### config.mk
export PLATFORM = sky130hd
export DESIGN_NAME = pipeline_scoreboard
export DESIGN_NICKNAME = d
export VERILOG_FILES = /design/src/rtl/cpu_types_pkg.sv /design/src/rtl/sb_counter.sv /design/src/rtl/pipeline_scoreboard.sv
export SDC_FILE = /design/constraint.sdc
export NUM_CORES = 1
export LEC_CHECK = 0
export CAP_MARGIN = 40
export CORE_UTILIZATION = 40
export CTS_BUF_LIST = sky130_fd_sc_hd__clkbuf_8 sky130_fd_sc_hd__clkbuf_16
export DETAILED_ROUTE_END_ITERATION = 7
export DONT_BUFFER_PORTS = 1
export MAX_ROUTING_LAYER = met4
export PLACE_DENSITY_LB_ADDON = 0.3
export SYNTH_ARGS = -nofsm -noshare
export SYNTH_HDL_FRONTEND = slang
export SYNTH_SLANG_ARGS = --single-unit
### constraint.sdc
create_clock -name clk -period 4 [get_ports clk]
set_clock_uncertainty 0.1 [all_clocks]
set_input_delay 1 -clock clk [delete_from_list [all_inputs] [get_ports clk]]
set_output_delay 1 -clock clk [all_outputs]
set_load 0.01 [all_outputs]
### src/rtl/cpu_types_pkg.sv
// Shared CPU pipeline types and sizing constants.
package cpu_types_pkg;

    localparam int NUM_ARCH_REGS   = 32;
    localparam int SB_MAX_INFLIGHT = 4;

    typedef logic [4:0] reg_idx_t;

endpackage

### src/rtl/sb_counter.sv
// Up/down saturating counter with synchronous clear; err flags a step past either bound.
module sb_counter #(
    parameter  int MAX = 4,
    localparam int CW  = $clog2(MAX + 1)
) (
    input  logic          clk,
    input  logic          rst,
    input  logic          inc,
    input  logic          dec,
    input  logic          clr,
    output logic [CW-1:0] count,
    output logic          err
);

    localparam logic [CW-1:0] CMAX = CW'(MAX);

    // Simultaneous inc and dec cancel; a step past a bound holds the count.
    always_ff @(posedge clk) begin
        if (rst || clr) begin
            count <= '0;
        end else if (inc && !dec && count != CMAX) begin
            count <= count + CW'(1);
        end else if (dec && !inc && count != '0) begin
            count <= count - CW'(1);
        end
    end

    assign err = (dec && count == '0) || (inc && count == CMAX);

endmodule

### src/rtl/pipeline_scoreboard.sv
// Issue scoreboard: tracks pending destination writes between IDU issue and WBU retire.
module pipeline_scoreboard
    import cpu_types_pkg::*;
#(
    parameter  int NUM_REGS     = NUM_ARCH_REGS,
    parameter  int MAX_INFLIGHT = SB_MAX_INFLIGHT,
    localparam int IW           = $clog2(NUM_REGS),
    localparam int CW           = $clog2(MAX_INFLIGHT + 1)
) (
    input  logic          clk,
    input  logic          rst,
    input  logic          id_valid,
    input  logic [IW-1:0] id_rs1,
    input  logic [IW-1:0] id_rs2,
    input  logic          id_rs1_used,
    input  logic          id_rs2_used,
    input  logic [IW-1:0] id_rd,
    input  logic          id_rd_wen,
    output logic          id_stall,
    input  logic          id_fire,
    input  logic          wb_valid,
    input  logic [IW-1:0] wb_rd,
    input  logic          wb_wen,
    input  logic          redirect_valid,
    output logic          busy,
    output logic          sb_err
);

    localparam logic [CW-1:0] FULL_CNT = CW'(MAX_INFLIGHT);

    logic [NUM_REGS-1:0] pend_nz;
    logic [NUM_REGS-1:0] pend_err;
    logic [CW-1:0]       inflight;
    logic                inflight_err;
    logic                haz;
    logic                full;

    // x0 is never tracked, so its slot reads as permanently clear.
    assign pend_nz[0]  = 1'b0;
    assign pend_err[0] = 1'b0;

    for (genvar r = 1; r < NUM_REGS; r++) begin : g_pend
        logic [CW-1:0] cnt;

        sb_counter #(.MAX(MAX_INFLIGHT)) u_pend (
            .clk   (clk),
            .rst   (rst),
            .inc   (id_fire && id_rd_wen && id_rd == IW'(r)),
            .dec   (wb_valid && wb_wen && wb_rd == IW'(r)),
            .clr   (redirect_valid),
            .count (cnt),
            .err   (pend_err[r])
        );

        assign pend_nz[r] = (cnt != '0);
    end

    sb_counter #(.MAX(MAX_INFLIGHT)) u_inflight (
        .clk   (clk),
        .rst   (rst),
        .inc   (id_fire),
        .dec   (wb_valid),
        .clr   (redirect_valid),
        .count (inflight),
        .err   (inflight_err)
    );

    // Hazard looks only at registered counts; a same-cycle retire does not unstall.
    assign haz      = (id_rs1_used && pend_nz[id_rs1]) || (id_rs2_used && pend_nz[id_rs2]);
    assign full     = (inflight == FULL_CNT);
    assign id_stall = id_valid && (haz || full || redirect_valid);
    assign busy     = (inflight != '0);

    always_ff @(posedge clk) begin
        if (rst) begin
            sb_err <= 1'b0;
        end else if ((|pend_err) || inflight_err || (id_fire && id_stall)) begin
            sb_err <= 1'b1;
        end
    end

endmodule

==> impl_metrics.tcl <==
set metrics [dict create \
    rows 51 \
    io_pins 33 \
    clk_latency_ns 0.37 \
    grt.met2_usage_pct 38.99 \
    clock-sinks 97 \
    post_cts_buffers 0 \
    drive_above_1_share_pct 8.655 \
    power.leakage_nw 2.664 \
    async_flop_share_pct 0 \
    start_kind "register" \
    setup-tns-final_ns 0 \
    wirelength_mm 24.36 \
    hold-path-endpoint "u_inflight.count[0]" \
    cpMaxStageDelayCell "or3_1" \
    crit_type "reg -> out" \
    syn2layout_area_growth_pct 7.523 \
    tritoncts "built" \
    yosysWarnings 0 \
    critPathRequiredTime_ns 2.90 \
    grt_pass1_wl_mm 38.88 \
    die-height_um 144.9 \
    worst_pin_slew_ns 0.8308 \
    syn_avg_cell_area_um2 7.527 \
    start_util_pct 41.42 \
    grt-busiest-layer "met2" \
    met3_usage_pct 7.042 \
    ys_seq_elements 97 \
    final_max_slew_viol_count 0 \
    post-route-period-util_pct 95.60 \
    grt_max_degree 23 \
    rrSetupSlack_ns 1.23 \
    ys_seq_area_share_pct 23.78 \
    holdBufCountCts 0 \
    synth_fp_nets 1147 \
    critPathCaptureType "output port" \
    hold_class "reg -> reg" \
    slowest_delay_ns 0.50 \
    numCtsBuffers 9 \
    dieWidth_um 144.9 \
    yosysUniqueCellTypes 61 \
    dpl.hpwl_mm 18.71 \
    vias 7893 \
    core_area_mm2 0.01972 \
    holdPathStages 2 \
    p_total_w 0.002078 \
    cts_max_path_buffers 2 \
    synth.cell_area_mm2 0.008167 \
    rr_endpoint "sb_err" \
    r2r_start "g_pend[22].u_pend.count[2]" \
    synth_cells 1085 \
    place_area_mm2 0.008468 \
    yosysMostFrequentCell "nor2_1" \
    clkTransAtPathRegs_ns 0.07 \
    synth_edf_count 0 \
    synth_common_cells "187 x nor2_1, 109 x nor3_1, 107 x nand2_1" \
    cp.arrival_ns 2.72 \
    grt_overflow_total 0 \
    cts.htree.levels 3 \
    period_needed_ns 3.824 \
    vias_per_cell 5.944 \
    dieArea_mm2 0.02099 \
    synth_ff_type "dfxtp_1" \
    yosysTopAreaCell "dfxtp_1" \
    ant_nets 0 \
    reg2regPathDepth 7 \
    diodes 0 \
    portBuffers 0 \
    wl_per_cell_um 18.34 \
    crit_chain "or3_1 -> mux4_2 -> a2111oi_0 -> nor2_1 -> a22oi_1 -> o211ai_1" \
    p_per_area_mw_per_mm2 236.6 \
    gr-usage-met1_pct 31.15 \
    nets 1120 \
    hold_violations 0 \
    synth_area_leaders "dfxtp_1 24%, nor2_1 8.6%, fa_1 7.8%" \
    relSlewSlack_pct 44.19 \
    cap_violations 0 \
    first_global_vias 7376 \
    drtIter0Drc 637 \
    cts-root-buf "clkbuf_16" \
    design_area_mm2 0.008781 \
    crit_fanout 7 \
    min_from "u_inflight.count[0]" \
    synth_top_area_share_pct 23.78 \
    dp_cells 1311 \
    fmax_mhz 261.5 \
    vdd_drop_max_uv 185.2 \
    grt_usage_pct 25.09 \
    rsz0062_at_grt "false" \
    finalSetupViolations 0 \
    ctsResizeCount 0 \
    critPathLaunch "g_pend[22].u_pend.count[2]" \
    antenna_found_initial 0 \
    status "complete, no violations" \
    drc 0 \
    gp_congestion 0.9889 \
    first_pass_iters 7 \
    instances_no_fill 1328 \
]
[cells in the final DEF, fill, tap and decap left out, types with 6 or more instances in the layout]
master,count
a211oi_1,65
xnor2_1,52
nand3_1,36
o221a_2,32
nand3b_1,33
nand2_1,107
nor3_1,109
o22ai_1,6
inv_1,10
a2111oi_0,6
nor2_1,186
or3_1,13
buf_4,22
nor4_1,9
a21oi_1,44
dfxtp_1,97
mux2i_1,6
nor2b_1,44
clkbuf_16,9
xor2_1,12
fa_1,32
o21ai_0,34
mux4_2,9
[layer usage]
layer / part of all wire (%) / up-vias
met5: 0 / -
met4: 2.2 / 0
met3: 9.4 / 36
met2: 45 / 238
met1: 44 / 3750
li1: - / 3869
[cells by family (layout without fill, tap and decap cells)]
group           Yosys count  in the layout  share of synthesized area (%)
buf+inv                  73             51                          3.616
fa+ha+maj                32             32                          7.844
compound gates          227            227                          20.47
mux                      16             16                          3.355
flops                    97             97                          23.78
simple gates            576            576                          34.07
xor+xnor                 64             64                          6.864
[area by class of cell]
type | count | area, µm²
clock buffers | 10 | 239.0
clock inverters | 6 | 58.81
fillers | 2005 | 10940
inverters | 10 | 37.54
multi-input cells | 915 | 5937
flip-flops and latches | 97 | 1942
well taps | 265 | 331.6
repair buffers | 25 | 235.2
[sequential cells by signal (all words and copies together), names as in the netlist]
register / count
g_pend.u_pend.count: 93
u_inflight.count: 3
sb_err: 1
[power breakdown]
part | switching, W | internal [W]
Clock | 0.000418 | 0.000498
Combinational | 0.000121 | 0.0000647
Sequential | 0.00000613 | 0.000969
[worst max-delay path by stage]
stage	cells past startpoint	slack, ns	end
2_1_floorplan	6	0.32	id_stall
3_3_place_gp	8	0.38	g_pend[6].u_pend.count[2]
3_5_place_dp	8	0.30	g_pend[15].u_pend.count[2]
4_1_cts	6	0.22	id_stall
5_1_grt	6	0.0002	id_stall
6_report	6	0.18	id_stall
[critical path: cells and delay by family, from the launching register on]
kind / cells / cell delay, ns
multiplexers: 1 / 0.49
flip-flops: 1 / 0.39
AND/OR/NAND/NOR: 2 / 0.60
AO/OA/AOI/OAI: 3 / 0.88
[stage by stage]
| step | hold slack [ns] | util [%] | setup slack (ns) |
|---|---|---|---|
| after global placement | 0.4071 | 42.59 | 0.3821 |
| after floorplan | 0.3897 | - | 0.3201 |
| after global routing | 0.4584 | 44.53 | 0.0001692 |
| after CTS | 0.4319 | 44.46 | 0.2198 |
| final | 0.4241 | 44.53 | 0.1759 |
| after detailed placement | 0.4215 | 42.95 | 0.2952 |
Note: power is estimated with default switching activity, not from simulation.
